$ cat config.mk
export PLATFORM = sky130hd
export DESIGN_NAME = fire_decoder
export DESIGN_NICKNAME = d
export VERILOG_FILES = /design/src/rtl/fire_pkg.sv /design/src/rtl/fire_syndrome.sv /design/src/rtl/fire_decoder.sv
export SDC_FILE = /design/constraint.sdc
export NUM_CORES = 1
export LEC_CHECK = 0
export BUFFER_PORTS_ARGS = -buffer_cell sky130_fd_sc_hd__clkbuf_2
export CELL_PAD_IN_SITES_DETAIL_PLACEMENT = 1
export CELL_PAD_IN_SITES_GLOBAL_PLACEMENT = 2
export CORE_ASPECT_RATIO = 2
export CORE_MARGIN = 2
export CORE_UTILIZATION = 37
export CTS_BUF_LIST = sky130_fd_sc_hd__clkbuf_16
export CTS_CLUSTER_DIAMETER = 150
export DETAILED_ROUTE_END_ITERATION = 6
export HOLD_SLACK_MARGIN = 0.02
export PLACE_DENSITY = 0.82
export SYNTH_ARGS = -nofsm -noshare
export SYNTH_HDL_FRONTEND = slang
export SYNTH_SLANG_ARGS = --single-unit
$ cat constraint.sdc
create_clock -name clk -period 6.27 [get_ports clk]
set_clock_uncertainty 0.1 [all_clocks]
set_input_delay 0.3135 -clock clk [delete_from_list [all_inputs] [get_ports clk]]
set_output_delay 0.3135 -clock clk [all_outputs]
set_load 0.02 [all_outputs]
$ cat src/rtl/fire_pkg.sv
// Shared constants, FSM states and the forward syndrome step for the Fire-code decoder.
// Generator g(x) = x^24+x^19+x^15+x^9+x^4+1; G holds its low 24 coefficients.
package fire_pkg;

   localparam int N = 64;
   localparam int K = 40;
   localparam int R = N - K;
   localparam int B = 8;
   localparam logic [R-1:0] G = 24'h088211;

   typedef enum logic [1:0] {
      IDLE,
      SYND,
      TRAP,
      DONE
   } state_t;

   // Long division step: after all N bits, S equals cw(x) mod g(x), so an error e leaves S = e mod g.
   function automatic logic [R-1:0] syn_step(input logic [R-1:0] s, input logic d);
      return {s[R-2:0], d} ^ (s[R-1] ? G : '0);
   endfunction

endpackage

$ cat src/rtl/fire_syndrome.sv
// 24-bit syndrome register: clears, divides forward one bit at a time,
// or steps backwards by x^-1 mod g(x) while trapping a burst.
module fire_syndrome
   import fire_pkg::*;
(
   input  logic         clk,
   input  logic         rst,
   input  logic         clr,
   input  logic         shift,
   input  logic         d,
   input  logic         unshift,
   output logic [R-1:0] s
);

   logic [R-1:0] unstep;

   // Multiplying by x^-1: add g when the constant term is set, then drop one degree.
   assign unstep = s[0] ? {1'b1, s[R-1:1] ^ G[R-1:1]} : {1'b0, s[R-1:1]};

   always_ff @(posedge clk or posedge rst) begin
      if (rst) begin
         s <= '0;
      end else if (clr) begin
         s <= '0;
      end else if (shift) begin
         s <= syn_step(s, d);
      end else if (unshift) begin
         s <= unstep;
      end
   end

endmodule

$ cat src/rtl/fire_decoder.sv
// Bit-serial Fire-code decoder: computes the syndrome of a 64-bit codeword, traps
// a burst of up to B bits, and returns the corrected payload with error status.
module fire_decoder
   import fire_pkg::*;
(
   input  logic         clk,
   input  logic         rst,
   input  logic         in_valid,
   output logic         in_ready,
   input  logic [N-1:0] cw_in,
   output logic         out_valid,
   input  logic         out_ready,
   output logic [K-1:0] data_out,
   output logic         corrected,
   output logic         uncorrectable,
   output logic [5:0]   err_pos,
   output logic [B-1:0] err_burst
);

   state_t         state;
   state_t         next_state;
   logic [N-1:0]   cw_buf;
   logic [6:0]     cnt;
   logic [5:0]     j;
   logic [R-1:0]   syn;
   logic           syn_clr;
   logic           syn_shift;
   logic           syn_unshift;
   logic [N+B-1:0] burst_ext;
   logic [N-1:0]   fix;
   logic           hit;
   logic           clean;
   logic           last_trap;

   fire_syndrome u_syndrome (
      .clk     (clk),
      .rst     (rst),
      .clr     (syn_clr),
      .shift   (syn_shift),
      .d       (cw_buf[~cnt[5:0]]),
      .unshift (syn_unshift),
      .s       (syn)
   );

   // A burst placed at step j must lie entirely inside the codeword to count as a hit.
   assign burst_ext = {{N{1'b0}}, syn[B-1:0]} << j;
   assign fix       = burst_ext[N-1:0];
   assign hit       = (syn[R-1:B] == '0) && (burst_ext[N+B-1:N] == '0);
   assign clean     = (syn == '0) && (j == '0);
   assign last_trap = (j == 6'(N-1));

   assign in_ready  = (state == IDLE);
   assign out_valid = (state == DONE);

   always_ff @(posedge clk or posedge rst) begin
      if (rst) begin
         state <= IDLE;
      end else begin
         state <= next_state;
      end
   end

   always_comb begin
      next_state  = state;
      syn_clr     = 1'b0;
      syn_shift   = 1'b0;
      syn_unshift = 1'b0;
      case (state)
         IDLE: begin
            if (in_valid) begin
               next_state = SYND;
               syn_clr    = 1'b1;
            end
         end
         SYND: begin
            syn_shift = 1'b1;
            if (cnt == 7'(N-1)) begin
               next_state = TRAP;
            end
         end
         TRAP: begin
            if (clean || hit || last_trap) begin
               next_state = DONE;
            end else begin
               syn_unshift = 1'b1;
            end
         end
         DONE: begin
            if (out_ready) begin
               next_state = IDLE;
            end
         end
         default: next_state = IDLE;
      endcase
   end

   // Result registers are only written when a verdict is reached, so they hold through IDLE.
   always_ff @(posedge clk or posedge rst) begin
      if (rst) begin
         cw_buf        <= '0;
         cnt           <= '0;
         j             <= '0;
         data_out      <= '0;
         corrected     <= 1'b0;
         uncorrectable <= 1'b0;
         err_pos       <= '0;
         err_burst     <= '0;
      end else begin
         case (state)
            IDLE: begin
               if (in_valid) begin
                  cw_buf <= cw_in;
                  cnt    <= '0;
                  j      <= '0;
               end
            end
            SYND: begin
               cnt <= cnt + 7'd1;
            end
            TRAP: begin
               if (clean) begin
                  data_out      <= cw_buf[N-1:R];
                  corrected     <= 1'b0;
                  uncorrectable <= 1'b0;
                  err_pos       <= '0;
                  err_burst     <= '0;
               end else if (hit) begin
                  cw_buf        <= cw_buf ^ fix;
                  data_out      <= cw_buf[N-1:R] ^ fix[N-1:R];
                  corrected     <= 1'b1;
                  uncorrectable <= 1'b0;
                  err_pos       <= j;
                  err_burst     <= syn[B-1:0];
               end else if (last_trap) begin
                  data_out      <= cw_buf[N-1:R];
                  corrected     <= 1'b0;
                  uncorrectable <= 1'b1;
                  err_pos       <= '0;
                  err_burst     <= '0;
               end else begin
                  j <= j + 6'd1;
               end
            end
            default: ;
         endcase
      end
   end

endmodule

After elaboration in Yosys (flattened, before gate mapping)
Index checks and enable logic that the tools add are counted.
{ "word_totals": {"elab_cells": 93, "reg_bits": 159} }
{ "classes": {"order_cmp": 1, "n_eq_ne": 13, "n_bitwise": 5, "n_addsub": 2, "n_shift": 1, "muxes": 43, "reduce_logical": 18} }
{ "op_table": {"columns": ["operator", "count"], "rows": [
  ["64-bit two-way mux", 3],
  ["64-bit one-hot mux with 2 select lines", 1],
  ["40-bit two-way mux", 3],
  ["24-bit two-way mux", 4],
  ["8-bit by 6-bit left shift with 72-bit output", 1],
  ["64-bit bitwise XOR", 1],
  ["6-bit two-way mux", 7],
  ["40-bit bitwise XOR", 1],
  ["24-bit zero test", 1],
  ["8-bit two-way mux", 3],
  ["24-bit bitwise XOR", 1],
  ["20-bit two-way mux", 1],
  ["16-bit zero test", 1],
  ["2-bit inequality test (second input constant)", 7],
  ["7-bit one-hot mux with 2 select lines", 1],
  ["1-bit two-way mux", 12],
  ["6-bit one-hot mux with 2 select lines", 1],
  ["8-bit zero test", 1],
  ["2-bit two-way mux", 4],
  ["2-bit one-hot mux with 4 select lines", 1],
  ["4-bit AND reduction", 2],
  ["7-bit by 1-bit adder with 7-bit output (second input constant)", 1],
  ["7-bit by 6-bit == test with 1-bit output (second input constant)", 1],
  ["6-bit by 7-bit < comparator with 1-bit output (second input constant)", 1],
  ["17 further kinds", 23]
]} }

Longest topological paths before layout
Gate-level depths: netlist of run 1.
{ "depth": {"word_depth": 10, "ltp_mapped": 11, "mapped_depth_nobuf": 9} }

Modules after synthesis
A second synthesis of run 1 with hierarchy kept.
{ "unflattened": {"hier_cells": 1042, "area_unflattened_um2": 10183.5} }
{ "by_module_without_submodules": {"columns": ["module", "seq_area_each_um2", "n_inst", "area_per_inst_um2", "cells_per_inst"], "rows": [
  ["fire_decoder", 3378.2, 1, 8788.4, 927],
  ["fire_syndrome", 600.6, 1, 1395.1, 115]
]} }

Worst setup path after synthesis of run 1
Ideal clock, no wire load.
{ "synth_timing": {"path_kind": "register to register", "startpoint": "register cnt[1]", "endpoint": "register u_syndrome.s[0]", "arrival_ps": 2204, "stages_incl_launch_ff": 9, "setup_time_ps": 126, "path_buffers": 1, "path_slack_ps": 3839, "cell_sequence": "dfrtp_1 -> buf_2 -> mux4_2 -> mux4_2 -> xnor2_1 -> nand2_1 -> o311ai_0 -> o21a_1 -> o22ai_1"} }
{ "synth_via": {"elab_chain_cells": 6} }
{ "synth_lines": {"columns": ["element", "line_no", "rtl"], "rows": [
  ["from (decl)", "fire_decoder.sv:23", "logic [6:0] cnt;"],
  ["from (signal assigned)", "fire_decoder.sv:118", "cnt <= cnt + 7'd1;"],
  ["6-bit NOT", "fire_decoder.sv:40", ".d (cw_buf[~cnt[5:0]]),"],
  ["1-bit binary-select mux with 6-bit select", "fire_decoder.sv:40", null],
  ["1-bit two-way mux (not written as such)", "fire_decoder.sv:40", null],
  ["24-bit bitwise XOR", "fire_pkg.sv:20", "return {s[R-2:0], d} ^ (s[R-1] ? G : '0);"],
  ["24-bit two-way mux", "fire_syndrome.sv:25", "end else if (shift) begin"],
  ["24-bit two-way mux", "fire_syndrome.sv:23", "end else if (clr) begin"],
  ["to (signal assigned)", "fire_syndrome.sv:26", "s <= syn_step(s, d);"],
  ["to (signal assigned)", "fire_syndrome.sv:28", "s <= unstep;"],
  ["to (decl)", "fire_syndrome.sv:12", "output logic [R-1:0] s"]
]} }
Every way passes these cells. The select of a mux whose other input is x is not followed.
A chain may end at the register's enable or synchronous reset.

Final worst setup path of run 1
{ "layout_timing": {"startpoint": "register j[1]", "endpoint": "register cw_buf[7]"} }
{ "layout_via": {"elab_chain_cells": 5} }
{ "layout_lines": {"columns": ["element", "line_no", "rtl"], "rows": [
  ["from (decl)", "fire_decoder.sv:24", "logic [5:0] j;"],
  ["from (signal assigned)", "fire_decoder.sv:141", "j <= j + 6'd1;"],
  ["8-bit by 6-bit left shift with 72-bit output", "fire_decoder.sv:46", "assign burst_ext = {{N{1'b0}}, syn[B-1:0]} << j;"],
  ["8-bit zero test or 64-bit bitwise XOR (tied branches)", "fire_decoder.sv:48, fire_decoder.sv:128", null],
  ["1-bit logical AND or 64-bit two-way mux (tied branches)", "fire_decoder.sv:48, fire_decoder.sv:127", null],
  ["2-bit inequality test (no line) or 64-bit two-way mux (tied branches)", null, null],
  ["4-bit AND reduction (no line) or 64-bit one-hot mux with 2 select lines (tied branches)", null, null],
  ["to (signal assigned)", "fire_decoder.sv:112", "cw_buf <= cw_in;"],
  ["to (signal assigned)", "fire_decoder.sv:128", "cw_buf <= cw_buf ^ fix;"],
  ["to (decl)", "fire_decoder.sv:22", "logic [N-1:0] cw_buf;"]
]} }
Parallel ways exist; a longest one is shown, timed or not. The select of a mux whose other input is x is not followed.

==> results.sh, run 1 <==
export IMPL_status="finished clean"
export IMPL_reg2reg_depth=9
export IMPL_grt_max_degree=59
export IMPL_ir_worst_vdd_uv=213
export IMPL_rsz0062_at_grt="false"
export IMPL_syn_inst=1112
export IMPL_min_path_cells=2
export IMPL_synth_warnings=0
export IMPL_vias=9512
export IMPL_r2r_end="cw_buf[7]$_DFFE_PP0P_"
export IMPL_start_util_pct=37.7
export IMPL_tightest_slew_ns=1.26
export IMPL_min_to="cw_buf[39]$_DFFE_PP0P_"
export IMPL_clkTransAtPathRegs_ns=0.07
export IMPL_synth_xor_area_share_pct=3.98
export IMPL_synth_adder_area_share_pct=0.865
export IMPL_crit_reg2reg_launch="j[1]$_DFFE_PP0P_"
export IMPL_final_fill_count=3130
export IMPL_ant_nets=0
export IMPL_p_total_mw=6.03
export IMPL_critPathSlowestCell="dfrtp_1"
export IMPL_routabilityCongestion=0.921
export IMPL_ff_latch_area_um2=3980
export IMPL_cp_top_family="compound AO/OA/AOI/OAI gates"
export IMPL_path_class="reg2reg"
export IMPL_busiest_layer="met2"
export IMPL_worst_path_buf_inv=3
export IMPL_critPathCaptureType="register"
export IMPL_synth_top_area_share_pct=39.3
export IMPL_leakage_nw=4.90
export IMPL_synth_net_count=1187
export IMPL_rows=85
export IMPL_fmax_mhz=244
export IMPL_grt_pass1_wl_mm=59.4
export IMPL_nNetsFinal=1275
export IMPL_ys_flop_type="dfrtp_1"
export IMPL_yosys_area_top_type="dfrtp_1"
export IMPL_die_x_um=121
export IMPL_first_global_vias=9849
export IMPL_io_pins=126
export IMPL_finalHoldViolCount=0
export IMPL_synth_seq_area_share_pct=39.3
export IMPL_viasPerCell=6.09
export IMPL_hold_start="cw_in[39]"
export IMPL_antenna_found_initial=0
export IMPL_drc=0
export IMPL_htreeDepth=4
export IMPL_post_place_cells=1513
export IMPL_syn_area_per_cell_um2=9.11
export IMPL_coreArea_um2=26900
export IMPL_dieArea_um2=28800
export IMPL_area_growth_pct=15.9
export IMPL_fin_crit_sh_pct=65.2
export IMPL_min_period_ns=4.09
export IMPL_first_pass_iters=5
export IMPL_cts_setup_buffers=0
export IMPL_synth_edf_count=0
export IMPL_crit_fanout=33
export IMPL_cts_max_path_buffers=2
export IMPL_rrSetupSlack_ns=2.18
export IMPL_multi_input_area_um2=5680
export IMPL_port_buffers=125
export IMPL_layout_cells_non_filler=1561
export IMPL_powerDensity_nw_per_um2=514
export IMPL_grt_ovfl_total=0
export IMPL_worstPathArrival_ns=4.33
export IMPL_synth_area_leaders="dfrtp_1 39%, mux2i_1 6.3%, o21ai_0 4.6%, a21oi_1 4.1%, nand2_1 3.8%"
export IMPL_grtUsageMet1_pct=29.9
export IMPL_hold_path_class="in2reg"
export IMPL_synth_compound_area_share_pct=23.4
export IMPL_synth_seq_cells=159
export IMPL_antenna_cells=0
export IMPL_synth_area_mux_share_pct=11.1
export IMPL_synth_simple_area_share_pct=16.4
export IMPL_met3_usage_pct=3.90
export IMPL_drt_wl_total_mm=38.7
export IMPL_drive_gt1_share_pct=19.4
export IMPL_synthDistinctLibCells=77
export IMPL_met2_usage_pct=48.7
export IMPL_synth_common_cells="159 x dfrtp_1, 102 x nand2_1, 94 x o21ai_0"
export IMPL_cts_made_buffers=17
export IMPL_route_detailed_wl_per_inst_um=24.8
export IMPL_dieHeight_um=238
export IMPL_tns_ns=0
export IMPL_drv_cap=0
export IMPL_clk_latency_ns=0.46
export IMPL_synth_top_family_by_area="compound AO/OA/AOI/OAI gates"
export IMPL_syn_cell_area_um2=10100
export IMPL_async_reset_ff_share_pct=100
export IMPL_slew_headroom_pct=15.1
export IMPL_drv_slew=0
export IMPL_crit_required_ns=6.51
export IMPL_setup_viol=0
export IMPL_clkSinkCount=159
export IMPL_cts_root_buffer="clkbuf_16"
export IMPL_grt_use_total_pct=27.4
export IMPL_cts_tree="built"
export IMPL_slowest_delay_ns=1.10
export IMPL_yosys_cell_count_top_type="dfrtp_1"
export IMPL_hpwl_mm=28.2
export IMPL_drtIter0Drc=598
export IMPL_start_kind="register"
export IMPL_hold_ws_ns=0.0604
export IMPL_critical_path_cell_chain="inv_1, a2111oi_0, o21a_1, o211a_2, buf_4, a31oi_1, buf_4, o21ai_0, o21ai_0"
stage by stage:
step | util (%) | setup slack, ns | area [µm²]
3_3_place_gp | 40.8 | 2.37 | 11000
6_report | 43.6 | 2.18 | 11700
5_1_grt | 43.6 | 1.91 | 11700
3_5_place_dp | 40.8 | 2.31 | 11000
2_1_floorplan | - | 1.56 | 10100
4_1_cts | 43.6 | 2.27 | 11700
how the worst max path moves through the flow:
stage | from | endpoint | slack, ns | cells after the start
floorplan | rst | cnt[0]$_DFFE_PP0P_ | 1.56 | 1
global placement | j[1]$_DFFE_PP0P_ | cw_buf[7]$_DFFE_PP0P_ | 2.37 | 9
detailed placement | j[1]$_DFFE_PP0P_ | cw_buf[7]$_DFFE_PP0P_ | 2.31 | 9
CTS | j[1]$_DFFE_PP0P_ | cw_buf[7]$_DFFE_PP0P_ | 2.27 | 9
global route | j[1]$_DFFE_PP0P_ | cw_buf[7]$_DFFE_PP0P_ | 1.91 | 9
finish | j[1]$_DFFE_PP0P_ | cw_buf[7]$_DFFE_PP0P_ | 2.18 | 9
cell families after synthesis:
| logic type | count (synthesis) |
|---|---|
| xor gates and xnor gates | 46 |
| buffers and inverters | 115 |
| adders and majority gates | 7 |
| and+or+nand+nor | 329 |
| DFF | 159 |
| muxes | 91 |
| AOI/OAI and AO/OA | 365 |
metal layers:
metal  share of wire, %  vias to the layer above
met5                  0                        -
met4                6.7                        0
met2                 53                      250
li1                   -                     4326
met1                 38                     4837
met3                3.1                       99
layout by cell type (no fill, tap or decap), types with 7 or more instances in the layout:
cell / count
a31oi_1: 15
xnor2_1: 19
dfrtp_1: 159
a22o_1: 19
nand4_1: 31
nand4b_1: 8
mux2i_1: 64
or3_1: 10
mux2_2: 10
nand3_1: 36
buf_4: 24
a21oi_1: 83
nor4_1: 8
inv_1: 16
a22oi_1: 19
nand2b_1: 9
clkbuf_2: 125
nor3_1: 14
o22a_1: 24
mux4_2: 16
dlygate4sd3_1: 16
o22ai_1: 37
and2_1: 7
clkbuf_16: 17
nand2_1: 102
xor2_1: 27
nor2_1: 70
o21ai_0: 93
what timing repair did:
item	4_1_cts	5_1_grt
gates resized for setup	0	0
hold endpoints to repair	59	0
hold buffers	16	0
registers in the layout, summed over array words and instances (netlist names):
name,flops
cw_buf,64
data_out,40
u_syndrome.s,24
err_burst,8
cnt,7
err_pos,6
j,6
state,2
corrected,1
uncorrectable,1
power by group:
part | switching, mW | leakage, nW | internal, mW | total (mW)
sequential | 0.600 | 2.02 | 1.39 | 1.99
clock | 0.484 | 0.286 | 0.631 | 1.11
combinational | 1.79 | 2.60 | 1.14 | 2.93
total | 2.87 | 4.90 | 3.17 | 6.03
area by class of cell:
type	count	area share, %
multi-input combinational	838	48.3
sequential	159	33.9
timing repair buffer	165	8.22
tap	348	3.71
clock buffer	17	3.62
clock inverter	15	1.59
inverter	19	0.650
Note: power is estimated with default switching activity, not from simulation.
==> run 2: changes to the inputs <==
--- a/config.mk
+++ b/config.mk
@@ -10,12 +10,12 @@
 export CELL_PAD_IN_SITES_GLOBAL_PLACEMENT = 2
 export CORE_ASPECT_RATIO = 2
 export CORE_MARGIN = 2
-export CORE_UTILIZATION = 37
+export CORE_UTILIZATION = 33
 export CTS_BUF_LIST = sky130_fd_sc_hd__clkbuf_16
 export CTS_CLUSTER_DIAMETER = 150
 export DETAILED_ROUTE_END_ITERATION = 6
 export HOLD_SLACK_MARGIN = 0.02
-export PLACE_DENSITY = 0.82
+export PLACE_DENSITY = 0.77
 export SYNTH_ARGS = -nofsm -noshare
 export SYNTH_HDL_FRONTEND = slang
 export SYNTH_SLANG_ARGS = --single-unit
==> constraint.sdc (replaced) <==
create_clock -name clk -period 3.5 [get_ports clk]
set_clock_uncertainty 0.1 [all_clocks]
set_input_delay 0.175 -clock clk [delete_from_list [all_inputs] [get_ports clk]]
set_output_delay 0.175 -clock clk [all_outputs]
set_load 0.02 [all_outputs]
==> run 2 against run 1 <==
  * Sequential power is 73% higher
  * Final cell count is 5.7% higher
  * Sequential cell count stayed put
  * Sequential share of layout area is 1.9 points lower
  * Non-clock buffer count is 70 higher
  * Power is 86% higher
  * Largest cell class unchanged
  * Die area is 12% higher
  * Largest power group unchanged
  * Via count is 1.9% higher
  * Critical endpoint is now u_syndrome.s[2]$_DFFE_PP0P_
==> results.sh, run 2 (synthesis results as in run 1) <==
export IMPL_antenna_cells=0
export IMPL_nNetsFinal=1345
export IMPL_drv_cap=0
export IMPL_place_ws_ns=0.326
export IMPL_cts_setup_buffers=0
export IMPL_cts_resized=0
export IMPL_vias=9688
export IMPL_antenna_found_initial=0
export IMPL_path_class="reg2reg"
export IMPL_drtIter0Drc=508
export IMPL_final_cell_mix="159 x dfrtp_1, 125 x clkbuf_2, 102 x nand2_1, 94 x o21ai_0, 83 x a21oi_1"
export IMPL_grt_ovfl_total=0
export IMPL_start_kind="register"
export IMPL_first_pass_iters=5
export IMPL_leakage_nw=5.27
export IMPL_cts_root_buffer="clkbuf_16"
export IMPL_cp_startpoint="j[0]$_DFFE_PP0P_"
export IMPL_largest_reg_flops=64
export IMPL_hold_ws_ns=0.0395
export IMPL_clk_latency_ns=0.46
export IMPL_top_regs="cw_buf: 64 flops, data_out: 40 flops, u_syndrome.s: 24 flops"
export IMPL_rows=90
export IMPL_reg2reg_depth=8
export IMPL_first_global_vias=10300
export IMPL_drv_slew=0
export IMPL_clkSinkCount=159
export IMPL_area_growth_pct=23.0
export IMPL_crit_path_end="u_syndrome.s[2]$_DFFE_PP0P_"
export IMPL_port_buffers=125
export IMPL_io_pins=126
export IMPL_final_common_cell="dfrtp_1"
export IMPL_cts_max_path_buffers=2
export IMPL_hpwl_mm=30.7
export IMPL_clkTransAtPathRegs_ns=0.07
export IMPL_finalHoldViolCount=0
export IMPL_dieArea_um2=32200
export IMPL_drc=0
export IMPL_grt_max_degree=71
export IMPL_grt_use_total_pct=25.8
export IMPL_crit_required_ns=3.73
export IMPL_tns_ns=0
export IMPL_die_x_um=128
export IMPL_fin_crit_sh_pct=91.6
export IMPL_tightest_slew_ns=0.921
export IMPL_viasPerCell=5.87
export IMPL_regMostFlops="cw_buf"
export IMPL_layout_cells_non_filler=1650
export IMPL_coreArea_um2=30200
export IMPL_crit_reg2reg_launch="j[0]$_DFFE_PP0P_"
export IMPL_drt_wl_total_mm=40.9
export IMPL_hold_path_class="in2reg"
export IMPL_worstPathArrival_ns=3.44
export IMPL_route_detailed_wl_per_inst_um=24.8
export IMPL_grt_pass1_wl_mm=61.9
export IMPL_drive_gt1_share_pct=21.1
export IMPL_setup_viol=0
export IMPL_critPathCaptureType="register"
export IMPL_p_total_mw=11.2
export IMPL_rrSetupSlack_ns=0.29
export IMPL_cts_made_buffers=17
export IMPL_rsz0062_at_grt="false"
export IMPL_status="finished clean"
export IMPL_routabilityCongestion=0.962
export IMPL_fmax_mhz=312
export IMPL_post_place_cells=1573
export IMPL_cts_tree="built"
export IMPL_fin_ws_ns=0.293
export IMPL_start_util_pct=33.6
export IMPL_crit_fanout=16
export IMPL_ant_nets=0
export IMPL_final_fill_count=3519
export IMPL_powerDensity_nw_per_um2=901
export IMPL_htreeDepth=4
export IMPL_dieHeight_um=252
export IMPL_ir_worst_vdd_uv=390
export IMPL_r2r_end="u_syndrome.s[2]$_DFFE_PP0P_"
export IMPL_min_period_ns=3.21
export IMPL_slew_headroom_pct=38.4
## run 2: cell count changes in the layout (fill, tap and decap cells not counted), moves of 4 or more
cell           previous run  this run
buf_4                    24        58
inv_6                     4         0
dlygate4sd3_1            16        46
buf_12                    0         6
## run 2: how the worst min path moves through the flow
stage / endpoint / from / slack (ns) / cells past startpoint
floorplan: cw_buf[24]$_DFFE_PP0P_ / cw_in[24] / 0.21 / 2
CTS: cw_buf[43]$_DFFE_PP0P_ / cw_in[43] / 0.03 / 4
finish: cw_buf[43]$_DFFE_PP0P_ / cw_in[43] / 0.04 / 4
global placement: cw_buf[30]$_DFFE_PP0P_ / rst / 0.17 / 2
global route: cw_buf[19]$_DFFE_PP0P_ / cw_in[19] / 0.06 / 4
detailed placement: cw_buf[30]$_DFFE_PP0P_ / rst / 0.17 / 2
## run 2: timing repair
action,4_1_cts,5_1_grt
endpoints found under the setup margin,0,0
hold buffers,46,0
endpoints found under the hold margin,67,0
## run 2: critical path, cell delays in order, from the launching register on
cell,delay [ns]
dfrtp_1,0.67
mux4_2,0.36
nand2_1,0.10
a211o_1,0.34
o211a_2,0.18
nor3_4,0.62
buf_4,0.36
mux2i_1,0.24
a21oi_1,0.09
## run 2: area by class of cell
type	instances	area, µm²	share of cell area (%)
multi-input combinational	838	5680	45.6
sequential	159	3980	31.9
timing repair buffer	235	1640	13.2
tap	368	460	3.70
clock buffer	17	425	3.42
clock inverter	14	200	1.61
inverter	19	75.1	0.603
## run 2: through the flow
step,utilization [%],area (µm²)
after floorplan,-,10100
after global placement,37.7,11400
after detailed placement,37.7,11400
after CTS,41.3,12500
after global routing,41.3,12500
final,41.3,12500
## run 2: report_power, final
group | switching [mW] | total (mW) | internal (mW)
clock | 0.805 | 2.05 | 1.25
combinational | 3.43 | 5.73 | 2.30
sequential | 0.941 | 3.44 | 2.50
total | 5.17 | 11.2 | 6.05
## run 2: metal layers
layer	share of wire [%]	track usage, %	wire, µm	vias up
li1	-	-	-	4472
met1	36	26.3	14700	4882
met2	55	48.5	22300	240
met3	2.9	3.35	1180	94
met4	6.6	16.0	2690	0
met5	0	0	0	-
==> run 3: changes to the inputs <==
--- a/config.mk
+++ b/config.mk
@@ -11,7 +11,6 @@
 export CORE_ASPECT_RATIO = 2
 export CORE_MARGIN = 2
 export CORE_UTILIZATION = 33
-export CTS_BUF_LIST = sky130_fd_sc_hd__clkbuf_16
 export CTS_CLUSTER_DIAMETER = 150
 export DETAILED_ROUTE_END_ITERATION = 6
 export HOLD_SLACK_MARGIN = 0.02
==> run 3 against run 2 <==
  * Die area is the same
  * Largest cell class unchanged
  * Final area grew 0.16%
  * Sequential power is essentially flat
  * Routed wire length is essentially flat
  * Setup slack lost 0.0041 ns
  * Critical path type unchanged
==> results.sh, run 3 (synthesis results as in run 1) <==
export IMPL_status="finished clean"
export IMPL_r2r_end="u_syndrome.s[2]$_DFFE_PP0P_"
export IMPL_final_common_cell="dfrtp_1"
export IMPL_drive_gt1_share_pct=21.2
export IMPL_fin_util_pct=41.3
export IMPL_fin_crit_sh_pct=91.7
export IMPL_multi_input_area_um2=5680
export IMPL_first_pass_iters=5
export IMPL_slew_headroom_pct=37.8
export IMPL_final_fill_count=3517
export IMPL_grt_max_degree=71
export IMPL_grt_use_total_pct=25.8
export IMPL_drt_wl_total_mm=40.8
export IMPL_setup_viol=0
export IMPL_p_total_mw=11.3
export IMPL_start_kind="register"
export IMPL_crit_reg2reg_launch="j[0]$_DFFE_PP0P_"
export IMPL_htreeDepth=4
export IMPL_min_path_cells=4
export IMPL_clk_latency_ns=0.46
export IMPL_tns_ns=0
export IMPL_vias=9714
export IMPL_clkTransAtPathRegs_ns=0.07
export IMPL_hold_start="cw_in[43]"
export IMPL_powerDensity_nw_per_um2=903
export IMPL_tightest_slew_ns=0.930
export IMPL_rsz0062_at_grt="false"
export IMPL_viasPerCell=5.89
export IMPL_first_global_vias=10300
export IMPL_route_detailed_wl_per_inst_um=24.7
export IMPL_layout_cells_non_filler=1650
export IMPL_grt_ovfl_total=0
export IMPL_critPathCaptureType="register"
export IMPL_coreArea_um2=30200
export IMPL_port_buffers=125
export IMPL_cts_max_path_buffers=2
export IMPL_drv_cap=0
export IMPL_routabilityCongestion=0.962
export IMPL_cts_tree="built"
export IMPL_leakage_nw=5.28
export IMPL_clkSinkCount=159
export IMPL_dieArea_um2=32200
export IMPL_fmax_mhz=311
export IMPL_cts_made_buffers=17
export IMPL_drtIter0Drc=520
export IMPL_crit_fanout=16
export IMPL_ant_nets=0
export IMPL_io_pins=126
export IMPL_post_place_cells=1573
export IMPL_worstPathArrival_ns=3.44
export IMPL_cp_startpoint="j[0]$_DFFE_PP0P_"
export IMPL_ff_latch_area_um2=3980
export IMPL_min_to="cw_buf[43]$_DFFE_PP0P_"
export IMPL_rrSetupSlack_ns=0.29
export IMPL_finalHoldViolCount=0
export IMPL_start_util_pct=33.6
export IMPL_nNetsFinal=1345
export IMPL_drc=0
export IMPL_hold_path_class="in2reg"
export IMPL_grt_pass1_wl_mm=62.0
export IMPL_area_growth_pct=23.2
export IMPL_final_cell_mix="159 x dfrtp_1, 125 x clkbuf_2, 102 x nand2_1, 94 x o21ai_0, 83 x a21oi_1"
export IMPL_hold_ws_ns=0.0406
export IMPL_crit_required_ns=3.73
export IMPL_hpwl_mm=30.7
export IMPL_regMostFlops="cw_buf"
export IMPL_path_class="reg2reg"
export IMPL_cts_root_buffer="clkbuf_16"
export IMPL_rows=90
export IMPL_drv_slew=0
export IMPL_die_x_um=128
export IMPL_cts_resized=0
export IMPL_antenna_cells=0
export IMPL_min_period_ns=3.21
export IMPL_reg2reg_depth=8
export IMPL_ir_worst_vdd_uv=389
export IMPL_dieHeight_um=252
export IMPL_antenna_found_initial=0
export IMPL_largest_reg_flops=64
export IMPL_top_regs="cw_buf: 64 flops, data_out: 40 flops, u_syndrome.s: 24 flops"
## run 3: per-stage QoR
| stage | area (µm²) | worst slack, ns |
|---|---|---|
| 2_1_floorplan | 10100 | 1.07 |
| 3_3_place_gp | 11400 | 0.373 |
| 3_5_place_dp | 11400 | 0.326 |
| 4_1_cts | 12500 | 0.283 |
| 5_1_grt | 12500 | 0.124 |
| 6_report | 12500 | 0.289 |
## run 3: worst max-delay path by stage
stage | end | slack, ns | cells past startpoint
floorplan | u_syndrome.s[0]$_DFFE_PP0P_ | 1.07 | 8
global placement | u_syndrome.s[1]$_DFFE_PP0P_ | 0.37 | 8
detailed placement | u_syndrome.s[6]$_DFFE_PP0P_ | 0.33 | 8
CTS | u_syndrome.s[2]$_DFFE_PP0P_ | 0.28 | 8
global route | u_syndrome.s[2]$_DFFE_PP0P_ | 0.12 | 8
finish | u_syndrome.s[2]$_DFFE_PP0P_ | 0.29 | 8
## run 3: where the power goes
group / switching (mW) / internal (mW)
Sequential: 0.938 / 2.50
Clock: 0.805 / 1.30
Combinational: 3.42 / 2.30
## run 3: what timing repair did
action / 4_1_cts / 5_1_grt
hold buffers: 46 / 0
buffers inserted: 0 / 0
endpoints found under the hold margin: 67 / 0
## run 3: routing by layer
metal	share of wire [%]	up-vias	global-route usage [%]	wire, µm
met2	55	242	48.6	22400
met5	0	-	0	0
li1	-	4470	-	-
met4	6.5	0	16.0	2650
met3	3.0	94	3.35	1220
met1	36	4908	26.3	14600
## run 3: critical path, stage by stage (launching register included)
cell and delay (ns):
dfrtp_1 0.67, mux4_2 0.36, nand2_1 0.10, a211o_1 0.34, o211a_2 0.18, nor3_4 0.62
buf_4 0.36, mux2i_1 0.24, a21oi_1 0.09
## run 3: final cells by class
| cell class | instances | share of cell area (%) |
|---|---|---|
| timing repair buffer | 235 | 13.2 |
| tap | 368 | 3.69 |
| clock buffer | 21 | 3.69 |
| multi-input combinational | 838 | 45.5 |
| clock inverter | 10 | 1.48 |
| inverter | 19 | 0.602 |
| sequential | 159 | 31.9 |
